<file path="src/rtl/core_pkg.sv">
// Shared core definitions: data width, reset/exit constants and the fetch packet.
package core_pkg;

   localparam int XLEN = 32;

   localparam logic [XLEN-1:0] DEFAULT_RESET_PC  = 32'h0000_0000;
   localparam logic [XLEN-1:0] INST_NOP          = 32'h0000_0013;
   // "unimp" encoding, used as the stop marker when the exit feature is built in
   localparam logic [XLEN-1:0] DEFAULT_EXIT_INST = 32'hc000_1073;

   typedef struct packed {
      logic [XLEN-1:0] pc;
      logic [XLEN-1:0] inst;
   } fetch_pkt_t;

   // Clear the byte-offset bits of an instruction address.
   function automatic logic [XLEN-1:0] word_align(input logic [XLEN-1:0] addr);
      return {addr[XLEN-1:2], 2'b00};
   endfunction

endpackage

</file>
<file path="src/rtl/fetch_queue.sv">
// Synchronous FIFO with flush. Entries and pointers are registers, so the head
// seen by the consumer only ever changes on a clock edge.
module fetch_queue #(
   parameter int DEPTH = 2,
   parameter int WIDTH = 64
) (
   input  logic                       clk,
   input  logic                       rst_n,
   input  logic                       flush,
   input  logic                       push,
   input  logic [WIDTH-1:0]           push_data,
   input  logic                       pop,
   output logic [$clog2(DEPTH+1)-1:0] count,
   output logic                       head_valid,
   output logic [WIDTH-1:0]           head_data
);

   localparam int PTR_W = (DEPTH > 1) ? $clog2(DEPTH) : 1;
   localparam int CNT_W = $clog2(DEPTH + 1);

   logic [PTR_W-1:0] wr_ptr_reg, wr_ptr_next;
   logic [PTR_W-1:0] rd_ptr_reg, rd_ptr_next;
   logic [CNT_W-1:0] count_reg, count_next;
   logic [WIDTH-1:0] entry_view [DEPTH];
   logic             do_push, do_pop;

   function automatic logic [PTR_W-1:0] ptr_inc(input logic [PTR_W-1:0] p);
      return (p == PTR_W'(DEPTH - 1)) ? '0 : p + PTR_W'(1);
   endfunction

   // Qualify requests: no pop from empty, no push into a full queue unless its head leaves.
   always_comb begin
      do_pop  = pop && (count_reg != '0);
      do_push = push && ((count_reg != CNT_W'(DEPTH)) || do_pop);
   end

   // Pointer and occupancy update; flush empties the queue and ignores push/pop.
   always_comb begin
      wr_ptr_next = wr_ptr_reg;
      rd_ptr_next = rd_ptr_reg;
      count_next  = count_reg;
      if (flush) begin
         wr_ptr_next = '0;
         rd_ptr_next = '0;
         count_next  = '0;
      end else begin
         if (do_push) wr_ptr_next = ptr_inc(wr_ptr_reg);
         if (do_pop)  rd_ptr_next = ptr_inc(rd_ptr_reg);
         if (do_push && !do_pop)      count_next = count_reg + CNT_W'(1);
         else if (!do_push && do_pop) count_next = count_reg - CNT_W'(1);
      end
   end

   // Pointer and count registers.
   always_ff @(posedge clk or negedge rst_n) begin
      if (!rst_n) begin
         wr_ptr_reg <= '0;
         rd_ptr_reg <= '0;
         count_reg  <= '0;
      end else begin
         wr_ptr_reg <= wr_ptr_next;
         rd_ptr_reg <= rd_ptr_next;
         count_reg  <= count_next;
      end
   end

   genvar gi;
   generate
      for (gi = 0; gi < DEPTH; gi++) begin : g_entry
         logic [WIDTH-1:0] entry_reg;
         // Storage slot gi, written only when it is the current write target.
         always_ff @(posedge clk or negedge rst_n) begin
            if (!rst_n)                                              entry_reg <= '0;
            else if (do_push && !flush && wr_ptr_reg == PTR_W'(gi)) entry_reg <= push_data;
         end
         assign entry_view[gi] = entry_reg;
      end
   endgenerate

   assign count      = count_reg;
   assign head_valid = (count_reg != '0);
   assign head_data  = entry_view[rd_ptr_reg];

endmodule

</file>
<file path="src/rtl/fetch_unit.sv">
// Instruction fetch stage: owns the PC, issues word-aligned imem requests,
// queues in-order responses and hands {pc, inst} downstream.
// Optional build macro FETCH_EXIT_EN adds a sticky 'exit' output that halts
// fetch once EXIT_INST has been consumed downstream.
module fetch_unit
   import core_pkg::*;
#(
   parameter logic [XLEN-1:0] RESET_PC  = DEFAULT_RESET_PC,
   parameter int              QDEPTH    = 2,
   parameter int              MAX_OUTST = 2
`ifdef FETCH_EXIT_EN
   ,
   parameter logic [XLEN-1:0] EXIT_INST = DEFAULT_EXIT_INST
`endif
) (
   input  logic            clk,
   input  logic            rst_n,
   input  logic            redirect,
   input  logic [XLEN-1:0] redirect_pc,
   output logic            imem_req_valid,
   input  logic            imem_req_ready,
   output logic [XLEN-1:0] imem_req_addr,
   input  logic            imem_rsp_valid,
   input  logic [XLEN-1:0] imem_rsp_data,
   output logic            inst_valid,
   input  logic            inst_ready,
   output logic [XLEN-1:0] inst,
   output logic [XLEN-1:0] inst_pc
`ifdef FETCH_EXIT_EN
   ,
   output logic            exit
`endif
);

   localparam int OW = $clog2(MAX_OUTST + 1);
   localparam int QW = $clog2(QDEPTH + 1);

   logic [XLEN-1:0] pc_reg, pc_next;
   logic [OW-1:0]   drop_reg, drop_next;
   logic [OW-1:0]   outst;        // requests accepted, response not yet seen
   logic [QW-1:0]   qcount;
   logic            side_valid;
   logic [XLEN-1:0] side_pc;     // PC of the oldest outstanding request
   logic            q_valid;
   fetch_pkt_t      q_head, q_push_pkt;
   logic            halted;
   logic            pop, req_fire, rsp_pop, rsp_take;
   int              occupancy;

   // Downstream view and request gating. A head leaving this cycle frees its
   // slot before any request issued now can respond, so it counts as free;
   // this is what sustains one instruction per cycle with a 1-cycle memory.
   always_comb begin
      inst_valid     = q_valid && !halted;
      inst           = q_head.inst;
      inst_pc        = q_head.pc;
      pop            = inst_valid && inst_ready;
      occupancy      = int'(outst) + int'(qcount) - int'(pop);
      imem_req_valid = rst_n && !redirect && !halted &&
                       (occupancy < QDEPTH) && (int'(outst) < MAX_OUTST);
      imem_req_addr  = pc_reg;
      req_fire       = imem_req_valid && imem_req_ready;
      rsp_pop        = imem_rsp_valid && side_valid;
      rsp_take       = rsp_pop && (drop_reg == '0) && !redirect;
      q_push_pkt     = '{pc: side_pc, inst: imem_rsp_data};
   end

   // PC advance and stale-response bookkeeping. On redirect every request still
   // in flight after this cycle is stale, so drop becomes the post-cycle outst.
   always_comb begin
      pc_next   = pc_reg;
      drop_next = drop_reg;
      if (redirect) begin
         pc_next   = word_align(redirect_pc);
         drop_next = rsp_pop ? outst - OW'(1) : outst;
      end else begin
         if (req_fire)                     pc_next   = pc_reg + XLEN'(4);
         if (rsp_pop && drop_reg != '0)    drop_next = drop_reg - OW'(1);
      end
   end

   // PC and drop counter registers.
   always_ff @(posedge clk or negedge rst_n) begin
      if (!rst_n) begin
         pc_reg   <= RESET_PC;
         drop_reg <= '0;
      end else begin
         pc_reg   <= pc_next;
         drop_reg <= drop_next;
      end
   end

   // Side FIFO pairing each in-flight request with its address; its fill level is outst.
   fetch_queue #(
      .DEPTH (MAX_OUTST),
      .WIDTH (XLEN)
   ) u_side_fifo (
      .clk        (clk),
      .rst_n      (rst_n),
      .flush      (1'b0),
      .push       (req_fire),
      .push_data  (pc_reg),
      .pop        (rsp_pop),
      .count      (outst),
      .head_valid (side_valid),
      .head_data  (side_pc)
   );

   // Instruction queue feeding downstream; a redirect flushes it.
   fetch_queue #(
      .DEPTH (QDEPTH),
      .WIDTH ($bits(fetch_pkt_t))
   ) u_inst_queue (
      .clk        (clk),
      .rst_n      (rst_n),
      .flush      (redirect),
      .push       (rsp_take),
      .push_data  (q_push_pkt),
      .pop        (pop),
      .count      (qcount),
      .head_valid (q_valid),
      .head_data  (q_head)
   );

`ifdef FETCH_EXIT_EN
   logic exit_reg;
   // Latch a consumed exit instruction; only reset releases the halt.
   always_ff @(posedge clk or negedge rst_n) begin
      if (!rst_n)                              exit_reg <= 1'b0;
      else if (pop && q_head.inst == EXIT_INST) exit_reg <= 1'b1;
   end
   assign halted = exit_reg;
   assign exit   = exit_reg;
`else
   assign halted = 1'b0;
`endif

endmodule

</file>
<file path="config.mk">
export PLATFORM = sky130hd
export DESIGN_NAME = fetch_unit
export DESIGN_NICKNAME = d
export VERILOG_FILES = /design/src/rtl/core_pkg.sv /design/src/rtl/fetch_queue.sv /design/src/rtl/fetch_unit.sv
export SDC_FILE = /design/constraint.sdc
export NUM_CORES = 1
export LEC_CHECK = 0
export CAP_MARGIN = 20
export CORE_ASPECT_RATIO = 2
export CORE_MARGIN = 4
export CORE_UTILIZATION = 30
export CTS_CLUSTER_SIZE = 8
export DETAILED_ROUTE_END_ITERATION = 8
export GPL_ROUTABILITY_DRIVEN = 0
export HOLD_SLACK_MARGIN = 0.15
export PLACE_DENSITY_LB_ADDON = 0.08
export SLEW_MARGIN = 5
export SYNTH_ARGS = -nofsm -noshare
export SYNTH_HDL_FRONTEND = slang
export SYNTH_SLANG_ARGS = --single-unit
</file>
<file path="constraint.sdc">
create_clock -name clk -period 8.1 [get_ports clk]
set_input_delay 1.215 -clock clk [delete_from_list [all_inputs] [get_ports clk]]
set_output_delay 1.215 -clock clk [all_outputs]
set_load 0.05 [all_outputs]
</file>
==> results of run 1 <==
## cells by family (layout without fill, tap and decap cells)
| kind of cell | after synthesis | after routing |
|---|---|---|
| xor gates and xnor gates | 35 | 35 |
| muxes | 218 | 218 |
| and+or+nand+nor | 189 | 189 |
| adders and majority gates | 9 | 9 |
| buffers and inverters | 71 | 220 |
| DFF | 224 | 224 |
| other | 1 | 4 |
| AOI/OAI and AO/OA | 101 | 101 |
## critical path, cell delays in order
cell	delay (ns)
clkdlybuf4s50_1	0.56
and2_1	0.20
ha_1	0.25
nand2b_1	0.16
fa_1	0.49
nand3b_1	0.09
o22ai_2	0.11
buf_4	0.34
and2_1	0.19
clkdlybuf4s50_1	0.80
## layout make-up
class / count / area share
Inverter: 14 / 0.00403
Multi-Input combinational cell: 556 / 0.333
Tap cell: 436 / 0.0418
Clock buffer: 33 / 0.0600
Timing Repair Buffer: 173 / 0.131
Sequential cell: 224 / 0.430
## layer usage
| layer | up-vias | global-route usage |
|---|---|---|
| met5 | - | 0 |
| met4 | 0 | 0.0402 |
| met3 | 32 | 0.0239 |
| met2 | 141 | 0.261 |
| met1 | 3398 | 0.167 |
| li1 | 3258 | - |
## how the worst max path moves through the flow
stage / slack (ns) / startpoint / end / depth (start not counted)
after global routing: 2.31 / inst_ready / imem_req_valid / 10
after global placement: 2.47 / inst_ready / imem_req_valid / 10
after detailed placement: 2.44 / inst_ready / imem_req_valid / 10
after CTS: 2.42 / inst_ready / imem_req_valid / 10
after floorplan: 3.66 / inst_ready / imem_req_valid / 9
final: 2.45 / inst_ready / imem_req_valid / 10
## layout by cell type, fill, tap and decap left out, types with 13 or more instances in the layout
master and n:
a21oi_1 62, clkbuf_16 31, clkdlybuf4s50_1 159, dfrtp_1 222, inv_1 13, mux2_1 22
mux2_2 165, mux2i_1 31, nand2_1 46, nand4_1 25, nor2_1 68, o21ai_0 33
xor2_1 25
## metrics by stage
| step | power, W | utilization | cells | hold slack, ns |
|---|---|---|---|---|
| global route | 0.00550 | 0.387 | 1436 | 0.473 |
| global placement | 0.00408 | 0.363 | 1403 | 0.454 |
| finish | 0.00517 | 0.387 | 1436 | 0.464 |
| floorplan | 0.00341 | - | 851 | 0.450 |
| CTS | 0.00528 | 0.387 | 1436 | 0.469 |
| detailed placement | 0.00411 | 0.363 | 1403 | 0.459 |
## power by group through the flow
stage               clock network (W)  registers, W  logic [W]
finish                        0.00112       0.00184    0.00221
global route                  0.00121       0.00191    0.00238
global placement                    0       0.00185    0.00223
detailed placement                  0       0.00187    0.00225
CTS                           0.00117       0.00185    0.00226
floorplan                           0       0.00181    0.00160
==> reports/results.ini, run 1 <==
[run_status]
status = finished, final reports clean

[route]
wl_met1_um = 10600
num_vias = 6829
drt_wl_total_um = 26300
postRouteAntennaNets = 0
drtPass1Iterations = 4
dr.max_layer_used = met4
routedWlPerCell_um = 18.3
via_per_inst = 4.76
route.detailed.drc = 0
wl_met3_um = 1070
drt_iter0_markers = 266
wl_met2_um = 14100

[synth]
netlist_instances = 848
synth_ff_type = dfrtp_1
synth-edff-count = 0
synth_area_leaders = dfrtp_1 54%, mux2_2 18%, a21oi_1 3.0%
synth_top_area_share = 0.545
synthesis.area_um2 = 10300
synth-xor-area-share = 0.0298
synth-compound-area-share = 0.0513
synthArstFlopShare = 1.00
yosys.area_share.simple = 0.0923
synth.largest_area_cell = dfrtp_1
ys_seq_elements = 224
ys_seq_area_frac = 0.545
ys.warnings.count = 0
synth_most_common_cell = dfrtp_1
synth_fa_ha_area_frac = 0.0117
postSynthAreaPerCell_um2 = 12.1
synthMuxAreaShare = 0.235
synth_top_family_by_area = multiplexers
yosys.cell_types.count = 51
synth_commonest_cells = 224 x dfrtp_1, 165 x mux2_2, 68 x nor2_1

[clock_network]
cts_buffers = 31
cts_tree = yes
clockBufferDepth = 3
path_clk_slew_ns = 0.06
cts_sinks = 224
cts.htree.levels = 1
ctsResizeCount = 0
ctsRootBufferMaster = clkbuf_16
worstSkewPairLatency_ns = 0.54
hold_buffers = 0
cts_setup_buffers = 0

[sta]
maxSlewHeadroom = 0.313
setup_viol = 0
fmax_mhz = 177
grt_setup_unrepaired = no
timing.final.crit_share = 0.697
fin_ws_ns = 2.45
fin_tns_setup_ns = 0
skew_ns = 0.0117
tightest_slew_ns = 1.03
hold_viol = 0
period_needed_ns = 5.65
drv_slew = 0

[placement]
place_area_um2 = 12300
dp_hpwl_um = 16800
pre_cts_ws_ns = 2.44
io_buffers = 161

[power]
power_frac_comb = 0.428
sw_frac_of_total = 0.387
leakage_nw = 5.65
p_clk_frac = 0.216
seq_power_share = 0.356
p_switching_w = 0.00200
powerDensity_nw_per_um2 = 396
p_int_w = 0.00317
peakVddDrop_mv = 0.205

[min_path]
holdCritStartpoint = u_side_fifo.rd_ptr_reg
hold_path_class = reg -> reg
hold_end = u_side_fifo.rd_ptr_reg
holdPathStages = 1

[floorplan]
pin_count = 168
dieArea_um2 = 37500
fp.dieW_um = 139
die_y_um = 270
core_region_area_um2 = 33800
rows = 95
initial_core_util = 0.305

[cells_and_area]
postLayoutCellArea_um2 = 13100
multi_input_area_um2 = 4350
nFillCells = 3336
drive_gt1_frac = 0.224
fin_nets = 1079
largest_register_ffs = 124
area_growth_syn_to_layout_pct = 26.9
num_antenna_cells = 0
seq_area_um2 = 5610

[critical_path]
critPathCaptureType = output pin
cp_data_required_time_ns = 6.88
crit_type = in -> out
path_max_fanout = 30
cp.arrival_ns = 4.43
reg2reg_slack_ns = 4.56
rr_worst_depth = 13
reg2reg_from = u_inst_queue.count[1]
r2r_end = u_side_fifo.g_entry[0].entry_reg[21]
critPathLaunchType = input port

[global_routing]
grt_pass1_vias = 7626
antenna_found_initial = 0
overflow = 0
grt_use_total = 0.141
grt_pass1_wl_um = 43400
grt_max_degree = 161

[job]
drv_cap = 0

No activity file was read; power rests on OpenSTA's default activity.
==> run 2, diff against run 1 <==
==> constraint.sdc (replaced) <==
create_clock -name clk -period 4.5 [get_ports clk]
set_input_delay 0.675 -clock clk [delete_from_list [all_inputs] [get_ports clk]]
set_output_delay 0.675 -clock clk [all_outputs]
set_load 0.05 [all_outputs]
==> run 2 against run 1 <==
Against the previous run:
- via count increased by 1.3%
- non-clock buffer count increased by 7
- critical path depth unchanged
- sequential cell count unchanged
- clock skew decreased by 0.0017 ns
- global-route usage about the same
- hold slack improved by 0.021 ns
- largest cell class unchanged
- largest power group unchanged
==> reports/results.ini, run 2 (synthesized netlist as in run 1, its figures left out) <==
[run_status]
status = finished, final reports clean  ; unchanged

[route]
drtPass1Iterations = 4  ; unchanged
routedWlPerCell_um = 18.1  ; was 18.3 um
drt_wl_total_um = 26200  ; was 26300 um
via_per_inst = 4.79  ; was 4.76
postRouteAntennaNets = 0  ; unchanged
route.detailed.drc = 0  ; unchanged
drt_iter0_markers = 194  ; was 266
num_vias = 6916  ; was 6829

[critical_path]
r2r_end = u_side_fifo.g_entry[0].entry_reg[21]  ; unchanged
critPathCaptureType = output pin  ; unchanged
reg2reg_slack_ns = 1.20  ; was 4.56 ns
crit_top_cell = and2_1
critPathLaunchType = input port  ; unchanged
crit_path_start = inst_ready  ; unchanged
crit_type = in -> out  ; unchanged
rr_worst_depth = 13  ; unchanged
crit_end = imem_req_valid  ; unchanged
reg2reg_from = u_inst_queue.count[1]  ; unchanged
cp_slowest_cell = clkdlybuf4s50_1  ; unchanged
cp_data_required_time_ns = 3.83  ; was 6.88 ns
slowest_delay_ns = 0.56  ; was 0.80 ns
path_cells = clkdlybuf4s50_1 -> and2_1 -> ha_1 -> nand2b_1 -> fa_1 -> nand3b_1 -> o22ai_2 -> buf_4 -> and2_1 -> buf_12  ; was clkdlybuf4s50_1 -> and2_1 -> ha_1 -> nand2b_1 -> fa_1 -> nand3b_1 -> o22ai_2 -> buf_4 -> and2_1 -> clkdlybuf4s50_1
cp.arrival_ns = 3.14  ; was 4.43 ns
path_max_fanout = 13  ; was 30

[power]
p_switching_w = 0.00359  ; was 0.00200 W
leakage_nw = 5.71  ; was 5.65 nW
powerDensity_nw_per_um2 = 707  ; was 396 nW/um^2
peakVddDrop_mv = 0.372  ; was 0.205 mV
p_int_w = 0.00573  ; was 0.00317 W
power_frac_comb = 0.433  ; was 0.428
seq_power_share = 0.352  ; was 0.356
sw_frac_of_total = 0.385  ; was 0.387
p_clk_frac = 0.215  ; was 0.216

[clock_network]
path_clk_slew_ns = 0.05  ; was 0.06 ns
ctsResizeCount = 0  ; unchanged
cts.htree.levels = 1  ; unchanged
worstSkewPairLatency_ns = 0.54  ; about the same
cts_buffers = 31  ; unchanged
clockBufferDepth = 3  ; unchanged
ctsRootBufferMaster = clkbuf_16  ; unchanged
cts_tree = yes  ; unchanged
cts_sinks = 224  ; unchanged
cts_setup_buffers = 0  ; unchanged

[global_routing]
grt_use_met2 = 0.261  ; about the same
grt_max_degree = 93  ; was 161
grt_use_met1 = 0.167  ; about the same
grt_pass1_vias = 7542  ; was 7626
grt_pass1_wl_um = 42800  ; was 43400 um
antenna_found_initial = 0  ; unchanged
gr-usage-met3 = 0.0230  ; was 0.0239
top_usage_layer = met2  ; unchanged
grt_use_total = 0.141  ; about the same
overflow = 0  ; unchanged

[sta]
hold-worst-slack_ns = 0.485  ; was 0.464 ns
grt_setup_unrepaired = no  ; unchanged
fin_tns_setup_ns = 0  ; unchanged
fmax_mhz = 262
setup_viol = 0  ; unchanged
skew_ns = 0.0100  ; was 0.0117 ns
period_needed_ns = 3.81
maxSlewHeadroom = 0.390  ; was 0.313
drv_slew = 0  ; unchanged
tightest_slew_ns = 0.914  ; was 1.03 ns
hold_viol = 0  ; unchanged
timing.final.crit_share = 0.847

[floorplan]
core_region_area_um2 = 33800  ; unchanged
fp.dieW_um = 139  ; unchanged
die_y_um = 270  ; unchanged
rows = 95  ; unchanged
dieArea_um2 = 37500  ; unchanged
pin_count = 168  ; unchanged
initial_core_util = 0.305  ; unchanged

[cells_and_area]
drive_gt1_frac = 0.229  ; was 0.224
fin_nets = 1086  ; was 1079
final_common_cell = dfrtp_1  ; unchanged
area_growth_syn_to_layout_pct = 28.1  ; was 26.9%
largest_register_ffs = 124  ; unchanged
layout_common_cells = 222 x dfrtp_1, 165 x mux2_2, 158 x clkdlybuf4s50_1  ; was 222 x dfrtp_1, 165 x mux2_2, 159 x clkdlybuf4s50_1
fin_util = 0.390  ; was 0.387
nFillCells = 3381  ; was 3336
num_antenna_cells = 0  ; unchanged

[min_path]
hold_path_class = reg -> reg  ; unchanged

[placement]
dp_hpwl_um = 17300  ; was 16800 um
io_buffers = 161  ; unchanged

[job]
drv_cap = 0  ; unchanged

[run 2: metrics by stage]
| step | std cells | cell area (um^2) | power [W] | setup WS (ns) |
|---|---|---|---|---|
| after floorplan | 851 | 10300 | 0.00615 | 0.825 |
| after global placement | 1408 | 12400 | 0.00737 | 0.648 |
| after detailed placement | 1408 | 12400 | 0.00742 | 0.603 |
| after CTS | 1442 | 13100 | 0.00951 | 0.642 |
| after global routing | 1443 | 13200 | 0.00993 | 0.500 |
| final | 1443 | 13200 | 0.00931 | 0.690 |
[run 2: critical path: cells and delay by family]
kind                       cells  cell delay (ns)
adders and majority gates      2             0.73
buffers and inverters          3             0.94
and+or+nand+nor                4             0.66
AOI/OAI and AO/OA              1             0.13
[run 2: worst min path at each step]
stage / to / slack [ns] / from / depth (start not counted)
6_report: u_inst_queue.g_entry[1].entry_reg[28] / 0.48 / u_inst_queue.g_entry[1].entry_reg[28] / 1
5_1_grt: u_inst_queue.g_entry[1].entry_reg[28] / 0.49 / u_inst_queue.g_entry[1].entry_reg[28] / 1
4_1_cts: u_inst_queue.g_entry[1].entry_reg[28] / 0.48 / u_inst_queue.g_entry[1].entry_reg[28] / 1
3_5_place_dp: u_inst_queue.g_entry[1].entry_reg[28] / 0.47 / u_inst_queue.g_entry[1].entry_reg[28] / 1
3_3_place_gp: u_inst_queue.g_entry[1].entry_reg[28] / 0.46 / u_inst_queue.g_entry[1].entry_reg[28] / 1
2_1_floorplan: drop_reg[0] / 0.38 / rst_n / 0
[run 2: area by class of cell]
cell class | instances | area, um^2 | share of cell area
Sequential cell | 224 | 5610 | 0.426
Timing Repair Buffer | 180 | 1840 | 0.139
Inverter | 14 | 52.6 | 0.00399
Tap cell | 436 | 546 | 0.0414
Multi-Input combinational cell | 556 | 4350 | 0.330
Clock buffer | 33 | 783 | 0.0595
[run 2: repair_timing]
item,CTS,global route
hold buffers,1,0
endpoints found under the hold margin,51,0
endpoints found under the setup margin,0,0
[run 2: metal layers]
metal,vias to the layer above,routed length [um]
met3,26,1100
met1,3471,10500
met5,-,0
met2,143,14100
li1,3276,-
met4,0,435
[run 2: power groups by stage]
stage               clock network (W)  logic (W)  registers, W
floorplan                           0    0.00288       0.00327
global placement                    0    0.00407       0.00330
detailed placement                  0    0.00409       0.00333
CTS                           0.00210    0.00411       0.00329
global route                  0.00218    0.00435       0.00341
finish                        0.00200    0.00403       0.00328
==> run 3, diff against run 2 <==
==> constraint.sdc (replaced) <==
create_clock -name clk -period 4 [get_ports clk]
set_input_delay 0.6 -clock clk [delete_from_list [all_inputs] [get_ports clk]]
set_output_delay 0.6 -clock clk [all_outputs]
set_load 0.05 [all_outputs]
==> run 3 against run 2 <==
Against the previous run:
- first-iteration DRC count is 5.7% lower
- wire length increased by 1.3%
- total power is 13% higher
- clock skew increased by 0.00098 ns
- clock power increased by 14%
- via count fell by 0.68%
- die area did not move
- sequential power is 15% higher
- sequential share of layout area rose by 0.085 points
- critical path depth grew 1
- core utilization fell by 0.078 points
- critical path type is now reg -> out
- highest routed layer unchanged
==> reports/results.ini, run 3 (synthesized netlist as in run 1, its figures left out) <==
[run_status]
status = finished, final reports clean  ; unchanged

[sta]
maxSlewHeadroom = 0.398  ; was 0.390
drv_slew = 0  ; unchanged
setup_viol = 0  ; unchanged
hold-worst-slack_ns = 0.465  ; was 0.485 ns
period_needed_ns = 3.77
tightest_slew_ns = 0.903  ; was 0.914 ns
skew_ns = 0.0110  ; was 0.0100 ns
hold_viol = 0  ; unchanged
fmax_mhz = 265
fin_ws_ns = 0.229  ; was 0.690 ns
timing.final.crit_share = 0.943
fin_tns_setup_ns = 0  ; unchanged
grt_setup_unrepaired = no  ; unchanged

[route]
drtPass1Iterations = 4  ; unchanged
route.detailed.drc = 0  ; unchanged
drt_iter0_markers = 183  ; was 194
drt_wl_total_um = 26500  ; was 26200 um
postRouteAntennaNets = 0  ; unchanged
num_vias = 6869  ; was 6916
routedWlPerCell_um = 18.4  ; was 18.1 um
via_per_inst = 4.76  ; was 4.79

[global_routing]
grt_pass1_vias = 7818  ; was 7542
grt_pass1_wl_um = 43800  ; was 42800 um
overflow = 0  ; unchanged
grt_use_total = 0.143  ; was 0.141
antenna_found_initial = 0  ; unchanged
grt_max_degree = 93  ; unchanged

[critical_path]
path_max_fanout = 21  ; was 13
cp.arrival_ns = 3.17  ; was 3.14 ns
slowest_delay_ns = 0.48  ; was 0.56 ns
cp_data_required_time_ns = 3.40  ; was 3.83 ns
cp_slowest_cell = fa_1  ; was clkdlybuf4s50_1
critPathCaptureType = output pin  ; unchanged
crit_type = reg -> out  ; was in -> out
path_cells = inv_1 -> nand2_1 -> and2_1 -> ha_1 -> nand2b_1 -> fa_1 -> nand3b_1 -> o22ai_2 -> buf_12 -> and2_1 -> buf_12  ; was clkdlybuf4s50_1 -> and2_1 -> ha_1 -> nand2b_1 -> fa_1 -> nand3b_1 -> o22ai_2 -> buf_4 -> and2_1 -> buf_12
critPathLaunchType = register  ; was input port

[clock_network]
cts.htree.levels = 1  ; unchanged
cts_tree = yes  ; unchanged
cts_buffers = 31  ; unchanged
clockBufferDepth = 3  ; unchanged
cts_sinks = 224  ; unchanged
worstSkewPairLatency_ns = 0.55  ; was 0.54 ns
path_clk_slew_ns = 0.06  ; was 0.05 ns
ctsRootBufferMaster = clkbuf_16  ; unchanged

[floorplan]
core_region_area_um2 = 33800  ; unchanged
rows = 95  ; unchanged
fp.dieW_um = 139  ; unchanged
dieArea_um2 = 37500  ; unchanged
initial_core_util = 0.305  ; unchanged
die_y_um = 270  ; unchanged
pin_count = 168  ; unchanged

[cells_and_area]
layout_common_cells = 222 x dfrtp_1, 165 x mux2_2, 158 x clkdlybuf4s50_1  ; unchanged
drive_gt1_frac = 0.229  ; about the same
largest_register_ffs = 124  ; unchanged
area_growth_syn_to_layout_pct = 27.8  ; was 28.1%
final_common_cell = dfrtp_1  ; unchanged
num_antenna_cells = 0  ; unchanged
fin_nets = 1084  ; was 1086
final_cells = 1442  ; was 1443

[power]
peakVddDrop_mv = 0.365  ; was 0.372 mV
powerDensity_nw_per_um2 = 800  ; was 707 nW/um^2
leakage_nw = 5.69  ; was 5.71 nW

[min_path]
hold_path_class = in -> reg  ; was reg -> reg

[placement]
dp_cells = 1407  ; was 1408
dp_hpwl_um = 17700  ; was 17300 um
io_buffers = 161  ; unchanged
pre_cts_ws_ns = 0.278  ; was 0.603 ns

[job]
drv_cap = 0  ; unchanged

## run 3: changes by cell type in the layout (fill, tap and decap cells not counted)
cell,previous run,this run
inv_6,0,1
buf_4,13,12
buf_16,1,0
## run 3: worst paths after layout
| kind | from | endpoint | slack, ns | depth (start not counted) |
|---|---|---|---|---|
| hold / removal | redirect | u_inst_queue.rd_ptr_reg | 0.47 | 2 |
| min in group asynchronous | rst_n | u_side_fifo.g_entry[0].entry_reg[24] | 0.50 | 2 |
| setup / recovery | u_inst_queue.count[1] | imem_req_valid | 0.23 | 11 |
| hold reg to reg | u_inst_queue.g_entry[1].entry_reg[28] | u_inst_queue.g_entry[1].entry_reg[28] | 0.48 | 1 |
| max in group asynchronous | rst_n | u_inst_queue.g_entry[1].entry_reg[37] | 1.71 | 4 |
| setup reg to reg | u_inst_queue.count[1] | u_side_fifo.g_entry[0].entry_reg[21] | 0.77 | 12 |
## run 3: area by class of cell
class,count,area (um^2)
clock buffer,33,783
clock inverter,1,8.76
fill,3344,20600
inverter,14,52.6
multi-input combinational,556,4350
sequential,224,5610
tap,436,546
timing repair buffer,178,1800
## run 3: through the flow
step | utilization | power (W) | instance area (um^2)
finish | 0.389 | 0.0105 | 13100
global route | 0.389 | 0.0112 | 13100
CTS | 0.389 | 0.0107 | 13100
detailed placement | 0.366 | 0.00836 | 12300
global placement | 0.366 | 0.00831 | 12300
floorplan | - | 0.00691 | 10300
## run 3: timing repair
action / CTS / global route
resized for setup: 0 / 0
endpoints found under the hold margin: 32 / 0
setup buffers: 0 / 0
hold buffers: 1 / 0
## run 3: worst max-delay path: cells and delay by family, from the launching register on
| kind | cells | cell delay (ns) |
|---|---|---|
| fa+ha+maj | 2 | 0.76 |
| simple gates | 5 | 0.75 |
| buf+inv | 3 | 0.49 |
| flops | 1 | 0.40 |
| compound gates | 1 | 0.21 |
## run 3: power breakdown
| group | internal [W] | leakage (nW) | switching [W] |
|---|---|---|---|
| clock | 0.00135 | 0.389 | 0.000927 |
| sequential | 0.00319 | 2.82 | 0.000584 |
| combinational | 0.00191 | 2.48 | 0.00256 |
## run 3: metal layers
metal	global-route usage	wire, um	up-vias
met5	0	0	-
met4	0.0415	527	0
met3	0.0230	1100	31
met2	0.271	14400	143
met1	0.164	10500	3429
li1	-	-	3266
